--- config.mk ---
export PLATFORM = sky130hd
export DESIGN_NAME = demux_striping_n
export DESIGN_NICKNAME = d
export VERILOG_FILES = /design/src/rtl/demux_striping_n.sv
export SDC_FILE = /design/constraint.sdc
export NUM_CORES = 1
export LEC_CHECK = 0
export BUFFER_PORTS_ARGS = -buffer_cell sky130_fd_sc_hd__buf_4
export CORE_MARGIN = 1
export CORE_UTILIZATION = 50
export DETAILED_ROUTE_END_ITERATION = 10
export PLACE_DENSITY = 0.79
export SLEW_MARGIN = 25
export SYNTH_ARGS = -nofsm -noshare
export SYNTH_HDL_FRONTEND = slang
export SYNTH_SLANG_ARGS = --single-unit
--- constraint.sdc ---
create_clock -name clk -period 2.04 [get_ports clk]
set_clock_uncertainty 0.15 [all_clocks]
set_input_delay 0.306 -clock clk [delete_from_list [all_inputs] [get_ports clk]]
set_output_delay 0.306 -clock clk [all_outputs]
set_load 0.02 [all_outputs]
--- src/rtl/demux_striping_n.sv ---
// Round-robin demux: stripes valid input words across LANES output lanes, one word per lane.
// Define STRIPE_REALIGN_EN to restart at lane 0 after every idle cycle and drop partial stripes.
module demux_striping_n #(
    parameter int unsigned DATA_WIDTH = 32,
    parameter int unsigned LANES      = 4,
    parameter int unsigned CNT_WIDTH  = 8
) (
    input  logic                          clk,
    input  logic                          reset_L,
    input  logic [DATA_WIDTH-1:0]         data_in,
    input  logic                          valid_in,
    output logic [LANES*DATA_WIDTH-1:0]   data_out,
    output logic [LANES-1:0]              valid_out,
    output logic [$clog2(LANES)-1:0]      lane_ptr,
    output logic                          stripe_done,
    output logic [CNT_WIDTH-1:0]          stripe_count
);

    localparam int unsigned PTR_W = $clog2(LANES);
    localparam int unsigned BUS_W = LANES * DATA_WIDTH;
    localparam logic [PTR_W-1:0] LAST_LANE = PTR_W'(LANES - 1);

    logic [BUS_W-1:0]     data_q,  data_d;
    logic [LANES-1:0]     valid_q, valid_d;
    logic [PTR_W-1:0]     ptr_q,   ptr_d;
    logic                 done_q,  done_d;
    logic [CNT_WIDTH-1:0] cnt_q,   cnt_d;

    // Next state: write the pointed lane on a valid word; valid/done are single-cycle.
    always_comb begin
        data_d  = data_q;
        valid_d = '0;
        ptr_d   = ptr_q;
        done_d  = 1'b0;
        cnt_d   = cnt_q;
        for (int unsigned k = 0; k < LANES; k++) begin
            if (valid_in && (ptr_q == PTR_W'(k))) begin
                data_d[k*DATA_WIDTH +: DATA_WIDTH] = data_in;
                valid_d[k]                         = 1'b1;
            end
        end
        if (valid_in) begin
            // LANES is a power of two, so the natural overflow is the wrap to lane 0.
            ptr_d = ptr_q + PTR_W'(1);
            if (ptr_q == LAST_LANE) begin
                done_d = 1'b1;
                cnt_d  = cnt_q + CNT_WIDTH'(1);
            end
        end else begin
`ifdef STRIPE_REALIGN_EN
            ptr_d = '0;
`else
            ptr_d = ptr_q;
`endif
        end
    end

    always_ff @(posedge clk or negedge reset_L) begin
        if (!reset_L) begin
            data_q  <= '0;
            valid_q <= '0;
            ptr_q   <= '0;
            done_q  <= 1'b0;
            cnt_q   <= '0;
        end else begin
            data_q  <= data_d;
            valid_q <= valid_d;
            ptr_q   <= ptr_d;
            done_q  <= done_d;
            cnt_q   <= cnt_d;
        end
    end

    assign data_out     = data_q;
    assign valid_out    = valid_q;
    assign lane_ptr     = ptr_q;
    assign stripe_done  = done_q;
    assign stripe_count = cnt_q;

endmodule

==> insert_results.sql, run 1 <==
INSERT INTO impl_metrics (metric_group, metric, value, unit) VALUES
('synthesis', 'post_synth_xor_area_fraction', '1.29', '%'),
('drt', 'drt_pass1_iterations', '6', ''),
('synthesis', 'compound_gate_portion_of_the_synthesized_area', '0.0924', '%'),
('sta', 'setup_tns', '0', 'ps'),
('flow_run', 'timing.max_cap.violations', '0', ''),
('sta', 'fmax', '538', 'MHz'),
('critical_path', 'worst_setup_path_start_kind', 'flop', ''),
('drt', 'dr_vias', '3832', ''),
('critical_path', 'timing.rr.start', 'lane_ptr[0]$_DFFE_PN0P_', ''),
('critical_path', 'crit_slowest_cell', 'sky130_fd_sc_hd__dfrtp_1', ''),
('layout', 'area.growth.synth_to_final', '44.6', '%'),
('floorplan', 'initial_core_util', '52.0', '%'),
('placed_design', 'detailed_place_hpwl', '8640', 'um'),
('placed_design', 'gp_congestion', '0.775', ''),
('floorplan', 'design.core.area', '0.0104', 'mm2'),
('synthesis', 'synth_top_cells_by_area', 'sky130_fd_sc_hd__dfrtp_1 (66%), sky130_fd_sc_hd__mux2_1 (18%), sky130_fd_sc_hd__nand2_1 (7.0%)', ''),
('pwr', 'total_leakage_power', '3.93', 'nW'),
('floorplan', 'rows', '37', ''),
('synthesis', 'synthDominantAreaCellType', 'sky130_fd_sc_hd__dfrtp_1', ''),
('placed_design', 'dp_worst_setup_slack', '194', 'ps'),
('global_route', 'first_global_vias', '4126', ''),
('min_path', 'worstHoldPathType', 'in2async', ''),
('layout', 'antenna_cells_inserted', '0', ''),
('synthesis', 'synth_common_cells', 'sky130_fd_sc_hd__dfrtp_1 (142), sky130_fd_sc_hd__nand2_1 (101), sky130_fd_sc_hd__mux2_1 (87)', ''),
('cts', 'tritoncts.num_buffers', '17', ''),
('synthesis', 'yosysTopAreaCellShare', '65.6', '%'),
('layout', 'layout-drive-gt1-share', '37.1', '%'),
('cts', 'clockBufferDepth', '2', ''),
('floorplan', 'top_level_port_count', '178', ''),
('cts', 'postCtsResizedCells', '0', ''),
('synthesis', 'synth_enable_flop_cells', '0', ''),
('sta', 'timing.final.setup_violations', '0', ''),
('global_route', 'grt_overflow_total', '0', ''),
('synthesis', 'synth-adder-area-share', '1.15', '%'),
('critical_path', 'cp.required', '2270', 'ps'),
('critical_path', 'cp_num_buf_inv', '1', ''),
('critical_path', 'crit_family', 'flip-flops', ''),
('global_route', 'grt_max_degree', '72', ''),
('drt', 'antenna_left', '0', ''),
('sta', 'final_min_period_over_clock_period', '91.0', '%'),
('sta', 'rsz0062_at_grt', 'false', ''),
('sta', 'worst_slew_pin_slew', '525', 'ps'),
('sta', 'final.min_clock_period', '1860', 'ps'),
('synthesis', 'avgSynthCellArea', '14.0', 'um2'),
('synthesis', 'ys.warnings.count', '0', ''),
('cts', 'cts.sinks', '142', ''),
('critical_path', 'cp_cell_sequence', 'inv_1 -> ha_1 -> nand2_4 -> mux2_1', ''),
('cts', 'tritoncts', 'built', ''),
('placed_design', 'buffer_ports.inserted', '177', ''),
('critical_path', 'crit_fanout', '33', ''),
('cts', 'clk_root_buffer_cell', 'sky130_fd_sc_hd__clkbuf_8', ''),
('critical_path', 'arrival', '2090', 'ps'),
('sta', 'slew_headroom', '64.9', '%'),
('drt', 'detailedRoute.firstIterationViolations', '99', ''),
('sta', 'finalHoldViolations', '0', ''),
('floorplan', 'die_w', '106', 'um'),
('synthesis', 'synth.lib_cells_used.distinct', '17', ''),
('sta', 'report.final.slew_viol_count', '0', ''),
('critical_path', 'crit_path_max_incr_delay', '430', 'ps'),
('critical_path', 'endpoint_kind', 'flop', ''),
('critical_path', 'critical_path_startpoint', 'lane_ptr[0]$_DFFE_PN0P_', ''),
('floorplan', 'die-area', '0.0113', 'mm2'),
('global_route', 'initial_antenna_violation_count', '0', ''),
('pwr', 'worst_supply_voltage_drop_on_vdd', '967', 'uV'),
('global_route', 'first_pass_grt_wire_length', '21300', 'um'),
('sta', 'hold_ws', '212', 'ps'),
('pwr', 'tot_pwr', '14.3', 'mW'),
('drt', 'average_detailed_routed_wire_length_per_instance', '17.1', 'um'),
('critical_path', 'worst-setup-path-type', 'reg2reg', ''),
('floorplan', 'die-height', '106', 'um'),
('outcome', 'result_of_the_run', 'finished, final reports clean', '');
sequential cells by signal, summed over array words and instances (netlist names):
name / count
stripe_count: 8
data_out: 128
lane_ptr: 2
stripe_done: 1
valid_out: 3
worst paths after layout:
path / end / slack, ps / depth (start not counted)
max: data_out[90]$_DFFE_PN0P_ / 180 / 4
min: stripe_count[0]$_DFFE_PN0P_ / 210 / 3
max reg2reg: data_out[90]$_DFFE_PN0P_ / 180 / 4
min reg2reg: data_out[102]$_DFFE_PN0P_ / 330 / 2
max in group asynchronous: data_out[110]$_DFFE_PN0P_ / 1210 / 3
min in group clk: data_out[102]$_DFFE_PN0P_ / 330 / 2
metrics by stage:
step / instance area [um2] / cells
floorplan: 5420 / 388
global placement: 6870 / 690
detailed placement: 6870 / 690
CTS: 7840 / 756
global route: 7840 / 756
finish: 7840 / 756
repair_timing:
item	CTS	global route
hold buffers	34	0
endpoints found under the hold margin	272	0
setup buffers	0	0
per-layer routing:
layer	track usage [%]	vias to the layer above	routed length [um]
li1	-	1736	-
met1	31.4	1934	5320
met2	41.8	153	6610
met3	8.09	9	918
met4	7.34	0	92
met5	0	-	0
worst register-to-register path: cells and delay by family (launching register included):
| family | cells | cell delay, ps |
|---|---|---|
| adder cells (fa/ha/maj) | 1 | 240 |
| buffers and inverters | 1 | 100 |
| AND/OR/NAND/NOR | 1 | 410 |
| flip-flops | 1 | 430 |
| multiplexers | 1 | 410 |
power breakdown:
part | internal [mW] | leakage [nW] | switching, mW
clock network | 2.06 | 0.305 | 1.17
logic | 2.70 | 1.91 | 3.32
registers | 4.18 | 1.72 | 0.848
layout make-up:
type                       count  area (um2)
fill                         710        2580
clock inverter                13         185
timing repair buffer         218        1780
tap                          136         170
multi-input combinational    222        1690
sequential                   142        3550
clock buffer                  19         442
inverter                       6        22.5
cells by family (layout without fill, tap and decap cells):
group | count (synthesis) | count (layout)
xor gates and xnor gates | 8 | 8
DFF | 142 | 142
AOI/OAI and AO/OA | 1 | 1
buffers and inverters | 24 | 256
and+or+nand+nor | 112 | 112
adders and majority gates | 5 | 5
muxes | 96 | 96
layout by cell type (no fill, tap or decap), drive strengths merged:
master,n
ha,5
clkinvlp,2
nand2,105
o21ai,1
clkinv,4
nand4,5
bufinv,4
inv,9
dlygate4sd3,34
mux2,96
buf,184
xnor2,7
dfrtp,142
xor2,1
clkbuf,19
and3,2
(Power assumes the default switching activity.)
==> run 2: changes to the inputs <==
--- a/config.mk
+++ b/config.mk
@@ -5,7 +5,7 @@
 export SDC_FILE = /design/constraint.sdc
 export NUM_CORES = 1
 export LEC_CHECK = 0
-export BUFFER_PORTS_ARGS = -buffer_cell sky130_fd_sc_hd__buf_4
+export BUFFER_PORTS_ARGS = -buffer_cell sky130_fd_sc_hd__buf_2
 export CORE_MARGIN = 1
 export CORE_UTILIZATION = 50
 export DETAILED_ROUTE_END_ITERATION = 10
==> run 2 against run 1 <==
Against the previous run:
- critical path depth unchanged
- via count down 2.0%
- sequential share of layout area up 3.1 points
- cell count unchanged
- clock power down 6.5%
- sequential cell count unchanged
- global-route usage down 1.9 points
- critical path type unchanged
- highest routed layer unchanged
==> insert_results.sql, run 2 (synthesis gave the netlist of run 1 again) <==
INSERT INTO impl_metrics (metric_group, metric, value, unit) VALUES
('cts', 'tritoncts', 'built', ''),
('pwr', 'power_report.internal_total', '8.00', 'mW'),
('drt', 'detailedRoute.firstIterationViolations', '125', ''),
('floorplan', 'initial_core_util', '52.0', '%'),
('critical_path', 'cp_cell_sequence', 'inv_1 -> ha_1 -> nand2_4 -> mux2_1', ''),
('sta', 'final.min_clock_period', '1790', 'ps'),
('layout', 'final_core_utilization', '70.4', '%'),
('cts', 'clk_root_buffer_cell', 'sky130_fd_sc_hd__clkbuf_8', ''),
('layout', 'nNetsFinal', '647', ''),
('cts', 'post-cts-setup-buffers', '0', ''),
('cts', 'clkTransAtPathRegs', '60', 'ps'),
('pwr', 'p_comb_share', '39.7', '%'),
('drt', 'dr_vias', '3754', ''),
('floorplan', 'die_w', '106', 'um'),
('pwr', 'power.net_switching', '5.13', 'mW'),
('drt', 'drt_pass1_iterations', '4', ''),
('sta', 'worst_slew_pin_slew', '503', 'ps'),
('global_route', 'first_global_vias', '3894', ''),
('global_route', 'initial_antenna_violation_count', '0', ''),
('critical_path', 'cp.required', '2270', 'ps'),
('layout', 'largest_register_ff_count', '128', ''),
('placed_design', 'gp_congestion', '0.772', ''),
('floorplan', 'die-height', '106', 'um'),
('layout', 'layout_commonest_cell', 'sky130_fd_sc_hd__buf_2', ''),
('drt', 'drc_errors', '0', ''),
('cts', 'tritoncts.num_buffers', '17', ''),
('placed_design', 'detailed_place_hpwl', '8150', 'um'),
('drt', 'antenna_left', '0', ''),
('sta', 'rsz0062_at_grt', 'false', ''),
('drt', 'vias_per_cell', '4.97', ''),
('cts', 'source_to_sink_clock_delay_at_the_later_pin_of_the_worst_skew_pair', '510', 'ps'),
('pwr', 'seq_power_share', '37.3', '%'),
('floorplan', 'top_level_port_count', '178', ''),
('layout', 'layout_common_cells', 'sky130_fd_sc_hd__buf_2 (176), sky130_fd_sc_hd__dfrtp_1 (142), sky130_fd_sc_hd__nand2_1 (101), sky130_fd_sc_hd__mux2_1 (87), sky130_fd_sc_hd__dlygate4sd3_1 (33)', ''),
('layout', 'final_design_instance_area_without_fill', '0.00733', 'mm2'),
('pwr', 'worst_supply_voltage_drop_on_vdd', '933', 'uV'),
('floorplan', 'die-area', '0.0113', 'mm2'),
('sta', 'report.final.slew_viol_count', '0', ''),
('drt', 'average_detailed_routed_wire_length_per_instance', '16.1', 'um'),
('sta', 'hold_ws', '37.2', 'ps'),
('placed_design', 'dpl-instance-area', '0.00641', 'mm2'),
('layout', 'antenna_cells_inserted', '0', ''),
('global_route', 'grt_overflow_total', '0', ''),
('critical_path', 'worst-setup-path-type', 'reg2reg', ''),
('outcome', 'result_of_the_run', 'finished, final reports clean', ''),
('global_route', 'grt_max_degree', '61', ''),
('critical_path', 'crit_fanout', '33', ''),
('critical_path', 'cp_num_buf_inv', '1', ''),
('pwr', 'p_sw_share', '39.1', '%'),
('sta', 'fmax', '559', 'MHz'),
('min_path', 'worstHoldPathType', 'in2reg', ''),
('cts', 'clock_tree.htree_level_count', '4', ''),
('layout', 'layout-drive-gt1-share', '37.1', '%'),
('critical_path', 'crit_slowest_cell', 'sky130_fd_sc_hd__dfrtp_1', ''),
('cts', 'cts.sinks', '142', ''),
('critical_path', 'timing.reg2reg.setup_slack', '250', 'ps'),
('global_route', 'global_route.usage.total', '23.1', '%'),
('pwr', 'tot_pwr', '13.1', 'mW'),
('global_route', 'first_pass_grt_wire_length', '19900', 'um'),
('layout', 'area.growth.synth_to_final', '35.4', '%'),
('pwr', 'total_leakage_power', '3.78', 'nW'),
('sta', 'slew_headroom', '66.4', '%'),
('sta', 'setup_tns', '0', 'ps'),
('critical_path', 'worst_setup_path_start_kind', 'flop', ''),
('pwr', 'clock_power_share', '23.0', '%'),
('floorplan', 'rows', '37', ''),
('pwr', 'ratio_of_total_power_to_cell_area', '1790', 'mW/mm2'),
('cts', 'clockBufferDepth', '2', ''),
('drt', 'detail_route.wirelength', '12200', 'um'),
('layout', 'filler_cell_count', '768', ''),
('sta', 'timing.final.setup_violations', '0', ''),
('critical_path', 'crit_path_max_incr_delay', '420', 'ps'),
('flow_run', 'timing.max_cap.violations', '0', ''),
('placed_design', 'buffer_ports.inserted', '177', ''),
('critical_path', 'crit_family', 'flip-flops', ''),
('critical_path', 'endpoint_kind', 'flop', ''),
('floorplan', 'design.core.area', '0.0104', 'mm2'),
('critical_path', 'arrival', '2020', 'ps'),
('sta', 'finalHoldViolations', '0', ''),
('sta', 'final_min_period_over_clock_period', '87.6', '%');
-- run 2: cell count changes in the layout (fill, tap and decap cells not counted), sizes merged --
cell | previous run | this run
clkinvlp | 2 | 3
dlygate4sd3 | 34 | 33
bufinv | 4 | 2
buf | 184 | 185
clkinv | 4 | 3
inv | 9 | 7
clkbuf | 19 | 23
-- run 2: worst register-to-register path, delay by kind of cell, from the launching register on --
kind          cells  cell delay, ps
flops             1             420
mux               1             390
simple gates      1             370
fa+ha+maj         1             240
buf+inv           1              90
-- run 2: metrics by stage --
stage,instances,setup WS (ps)
finish,756,252
global route,756,168
CTS,756,220
detailed placement,691,239
global placement,691,304
floorplan,388,389
-- run 2: cell type report --
| type | instances | area, um2 | share of cell area (%) |
|---|---|---|---|
| flip-flops and latches | 142 | 3550 | 48.5 |
| repair buffers | 218 | 1310 | 17.8 |
| clock inverters | 9 | 106 | 1.45 |
| clock buffers | 23 | 487 | 6.64 |
| multi-input cells | 222 | 1690 | 23.0 |
| well taps | 136 | 170 | 2.32 |
| inverters | 6 | 22.5 | 0.307 |
-- run 2: metal layers --
metal	wire, um	part of all wire [%]	vias to the layer above	track usage [%]
li1	-	-	1724	-
met1	5250	43	1875	29.7
met2	5980	49	136	37.5
met3	722	5.9	19	6.74
met4	223	1.8	0	8.53
met5	0	0	-	0
-- run 2: power by group through the flow --
stage	sequential [mW]	clock, mW	combinational [mW]
2_1_floorplan	6.56	0	1.63
3_3_place_gp	4.85	0	5.06
4_1_cts	4.91	3.06	5.29
6_report	4.90	3.02	5.21
5_1_grt	5.06	3.20	5.61
3_5_place_dp	4.93	0	5.21
-- run 2: what timing repair did --
item | 4_1_cts | 5_1_grt
endpoints found under the hold margin | 270 | 0
hold buffers | 33 | 0
gates resized for setup | 0 | 0
-- run 2: worst paths after layout --
check,start,endpoint,cells after the start
min,valid_in,lane_ptr[0]$_DFFE_PN0P_,2
min reg2reg,stripe_count[7]$_DFFE_PN0P_,stripe_count[7]$_DFFE_PN0P_,1
max,lane_ptr[0]$_DFFE_PN0P_,data_out[82]$_DFFE_PN0P_,4
max in group asynchronous,reset_L,data_out[91]$_DFFE_PN0P_,3
min in group asynchronous,reset_L,stripe_count[4]$_DFFE_PN0P_,2
max reg2reg,lane_ptr[0]$_DFFE_PN0P_,data_out[82]$_DFFE_PN0P_,4
==> run 3: changes to the inputs <==
--- a/config.mk
+++ b/config.mk
@@ -5,8 +5,9 @@
 export SDC_FILE = /design/constraint.sdc
 export NUM_CORES = 1
 export LEC_CHECK = 0
+export ABC_AREA = 1
 export BUFFER_PORTS_ARGS = -buffer_cell sky130_fd_sc_hd__buf_2
-export CORE_MARGIN = 1
+export CORE_MARGIN = 4
 export CORE_UTILIZATION = 50
 export DETAILED_ROUTE_END_ITERATION = 10
 export PLACE_DENSITY = 0.79
==> run 3 against run 2 <==
Against the previous run:
- critical path depth grew 2
- cell area shrank 1.5%
- utilization shrank 1.1 points
- largest cell class unchanged
- highest routed layer unchanged
- first-iteration DRC count grew 140%
==> insert_results.sql, run 3 <==
INSERT INTO impl_metrics (metric_group, metric, value, unit) VALUES
('synthesis', 'synthDominantAreaCellType', 'sky130_fd_sc_hd__dfrtp_1', ''),
('pwr', 'p_sw_share', '40.8', '%'),
('pwr', 'power.net_switching', '5.29', 'mW'),
('critical_path', 'worst-setup-path-type', 'reg2reg', ''),
('global_route', 'grt_max_degree', '46', ''),
('synthesis', 'postSynthNetCount', '553', ''),
('critical_path', 'cp.required', '2310', 'ps'),
('floorplan', 'design.core.area', '0.0104', 'mm2'),
('critical_path', 'crit_fanout', '38', ''),
('pwr', 'ratio_of_total_power_to_cell_area', '1790', 'mW/mm2'),
('layout', 'layout_common_cells', 'sky130_fd_sc_hd__buf_2 (176), sky130_fd_sc_hd__nand2_1 (146), sky130_fd_sc_hd__dfrtp_1 (142), sky130_fd_sc_hd__o21ai_1 (97), sky130_fd_sc_hd__inv_1 (44)', ''),
('cts', 'source_to_sink_clock_delay_at_the_later_pin_of_the_worst_skew_pair', '510', 'ps'),
('critical_path', 'worst_setup_path_start_kind', 'flop', ''),
('synthesis', 'synth_top_flop_cell', 'sky130_fd_sc_hd__dfrtp_1', ''),
('outcome', 'result_of_the_run', 'finished, final reports clean', ''),
('pwr', 'worst_supply_voltage_drop_on_vdd', '917', 'uV'),
('floorplan', 'die-height', '112', 'um'),
('flow_run', 'timing.max_cap.violations', '0', ''),
('layout', 'antenna_cells_inserted', '0', ''),
('critical_path', 'endpoint_kind', 'flop', ''),
('cts', 'postCtsResizedCells', '0', ''),
('synthesis', 'synth_most_common_cell', 'sky130_fd_sc_hd__nand2_1', ''),
('global_route', 'initial_antenna_violation_count', '0', ''),
('cts', 'clk_root_buffer_cell', 'sky130_fd_sc_hd__clkbuf_8', ''),
('sta', 'report.final.slew_viol_count', '0', ''),
('drt', 'antenna_left', '0', ''),
('synthesis', 'synth-adder-area-share', '1.16', '%'),
('cts', 'clkTransAtPathRegs', '60', 'ps'),
('sta', 'slew_headroom', '72.6', '%'),
('placed_design', 'detailed_place_hpwl', '9210', 'um'),
('drt', 'average_detailed_routed_wire_length_per_instance', '16.1', 'um'),
('layout', 'layout_commonest_cell', 'sky130_fd_sc_hd__buf_2', ''),
('synthesis', 'compound_gate_portion_of_the_synthesized_area', '12.3', '%'),
('pwr', 'power_report.internal_total', '7.66', 'mW'),
('synthesis', 'synth.lib_cells_used.distinct', '22', ''),
('synthesis', 'avgSynthCellArea', '10.5', 'um2'),
('floorplan', 'rows', '37', ''),
('synthesis', 'synth_enable_flop_cells', '0', ''),
('cts', 'post-cts-setup-buffers', '0', ''),
('sta', 'final_min_period_over_clock_period', '79.9', '%'),
('cts', 'cts.sinks', '142', ''),
('placed_design', 'place_inst', '807', ''),
('sta', 'worst_slew_pin_slew', '410', 'ps'),
('drt', 'drt_pass1_iterations', '5', ''),
('drt', 'drc_errors', '0', ''),
('sta', 'rsz0062_at_grt', 'false', ''),
('layout', 'layout-drive-gt1-share', '30.8', '%'),
('pwr', 'seq_power_share', '37.4', '%'),
('floorplan', 'die-area', '0.0125', 'mm2'),
('cts', 'tritoncts.num_buffers', '17', ''),
('synthesis', 'combinational_family_with_the_most_area_after_synthesis', 'compound AO/OA/AOI/OAI gates', ''),
('synthesis', 'post_synth_xor_area_fraction', '0.811', '%'),
('sta', 'final.min_clock_period', '1630', 'ps'),
('min_path', 'worstHoldPathType', 'in2async', ''),
('sta', 'timing.final.setup_violations', '0', ''),
('layout', 'nNetsFinal', '764', ''),
('global_route', 'global_route.usage.total', '23.1', '%'),
('layout', 'filler_cell_count', '770', ''),
('synthesis', 'synth-async-reset-ratio', '100', '%'),
('synthesis', 'synthCells', '513', ''),
('critical_path', 'arrival', '1900', 'ps'),
('global_route', 'grt-busiest-layer', 'met2', ''),
('global_route', 'globalRouteMet1Util', '27.6', '%'),
('synthesis', 'synth_common_cells', 'sky130_fd_sc_hd__nand2_1 (146), sky130_fd_sc_hd__dfrtp_1 (142), sky130_fd_sc_hd__o21ai_1 (97)', ''),
('drt', 'detailedRoute.firstIterationViolations', '302', ''),
('global_route', 'global_route.usage.met2', '39.0', '%'),
('cts', 'clockBufferDepth', '2', ''),
('synthesis', 'yosysTopAreaCellShare', '65.8', '%'),
('pwr', 'p_comb_share', '38.6', '%'),
('sta', 'setup_tns', '0', 'ps'),
('floorplan', 'die_w', '112', 'um'),
('cts', 'clock_tree.htree_level_count', '4', ''),
('drt', 'detail_route.wirelength', '14000', 'um'),
('cts', 'tritoncts', 'built', ''),
('synthesis', 'number_of_synthesized_register_bits', '142', ''),
('placed_design', 'buffer_ports.inserted', '177', ''),
('global_route', 'grtUsageMet3', '6.58', '%'),
('pwr', 'tot_pwr', '12.9', 'mW'),
('placed_design', 'gp_congestion', '0.810', ''),
('sta', 'fmax', '614', 'MHz'),
('drt', 'dr_vias', '4380', ''),
('global_route', 'first_global_vias', '4607', ''),
('global_route', 'first_pass_grt_wire_length', '23200', 'um'),
('floorplan', 'top_level_port_count', '178', ''),
('global_route', 'grt_overflow_total', '0', ''),
('synthesis', 'yosys-mux-area-fraction', '0', '%'),
('pwr', 'total_leakage_power', '3.93', 'nW'),
('floorplan', 'initial_core_util', '51.8', '%'),
('synthesis', 'yosys.area_share.simple', '11.6', '%'),
('layout', 'area.growth.synth_to_final', '33.8', '%'),
('synthesis', 'sequential_element_share_of_the_synthesized_area', '65.8', '%'),
('synthesis', 'ys.warnings.count', '0', ''),
('pwr', 'clock_power_share', '24.0', '%'),
('layout', 'finalNonFillerCells', '873', ''),
('placed_design', 'dp_worst_setup_slack', '439', 'ps'),
('sta', 'postLayoutSetupSlackWorst', '410', 'ps'),
('synthesis', 'syn_area', '0.00540', 'mm2'),
('layout', 'largest_register_ff_count', '128', ''),
('sta', 'finalHoldViolations', '0', ''),
('drt', 'vias_per_cell', '5.02', ''),
('synthesis', 'synth_top_cells_by_area', 'sky130_fd_sc_hd__dfrtp_1 (66%), sky130_fd_sc_hd__nand2_1 (10%), sky130_fd_sc_hd__o21ai_1 (9.0%)', '');
[run 3: cell type report]
cell class / instances / area, um2 / area share, %
Inverter: 44 / 165 / 2.29
Multi-Input combinational cell: 297 / 1390 / 19.3
Timing Repair Buffer: 222 / 1340 / 18.6
Tap cell: 136 / 170 / 2.36
Clock inverter: 9 / 134 / 1.85
Clock buffer: 23 / 467 / 6.46
Sequential cell: 142 / 3550 / 49.2
[run 3: worst paths after layout]
check	startpoint	to	slack, ps	depth (start not counted)
max in group asynchronous	reset_L	data_out[28]$_DFFE_PN0P_	910	3
worst min-delay path	reset_L	data_out[79]$_DFFE_PN0P_	140	2
min in group clk	data_out[56]$_DFFE_PN0P_	data_out[56]$_DFFE_PN0P_	330	2
worst max register to register	lane_ptr[0]$_DFFE_PN0P_	data_out[14]$_DFFE_PN0P_	410	6
worst max-delay path	lane_ptr[0]$_DFFE_PN0P_	data_out[14]$_DFFE_PN0P_	410	6
worst min register to register	data_out[56]$_DFFE_PN0P_	data_out[56]$_DFFE_PN0P_	330	2
[run 3: power groups by stage]
stage	Combinational [mW]	Clock, mW	Sequential (mW)
2_1_floorplan	1.72	0	6.29
3_3_place_gp	4.79	0	4.78
3_5_place_dp	4.94	0	4.83
4_1_cts	5.02	3.16	4.83
5_1_grt	5.42	3.27	5.00
6_report	4.99	3.10	4.85
[run 3: worst max-delay path, cell delays in order (launching register included)]
cell and delay (ps):
sky130_fd_sc_hd__dfrtp_1 440, sky130_fd_sc_hd__inv_1 90, sky130_fd_sc_hd__ha_1 210, sky130_fd_sc_hd__nand2_2 60
sky130_fd_sc_hd__buf_4 350, sky130_fd_sc_hd__nand2_1 100, sky130_fd_sc_hd__o21ai_1 130
[run 3: cells by family (layout without fill, tap and decap cells)]
logic type               Yosys count  count (layout)
AO/OA/AOI/OAI                    130             130
XOR/XNOR                           5               5
adder cells (fa/ha/maj)            5               5
buffers and inverters             74             298
flip-flops                       142             142
AND/OR/NAND/NOR                  157             157
[run 3: stage by stage]
stage,cell area (um2),hold slack [ps],util (%)
floorplan,5400,-140,-
global placement,6280,51.0,60.3
detailed placement,6280,52.2,60.3
CTS,7220,74.8,69.3
global route,7220,141,69.3
finish,7220,136,69.3
[run 3: timing repair]
item / 4_1_cts / 5_1_grt
hold endpoints to repair: 271 / 0
hold buffers: 34 / 0
endpoints found under the setup margin: 0 / 0
[run 3: layer usage]
layer  share of wire, %  wire length (um)
met1                 39              5470
met2                 51              7160
met3                6.9               962
met4                3.1               442
met5                  0                 0
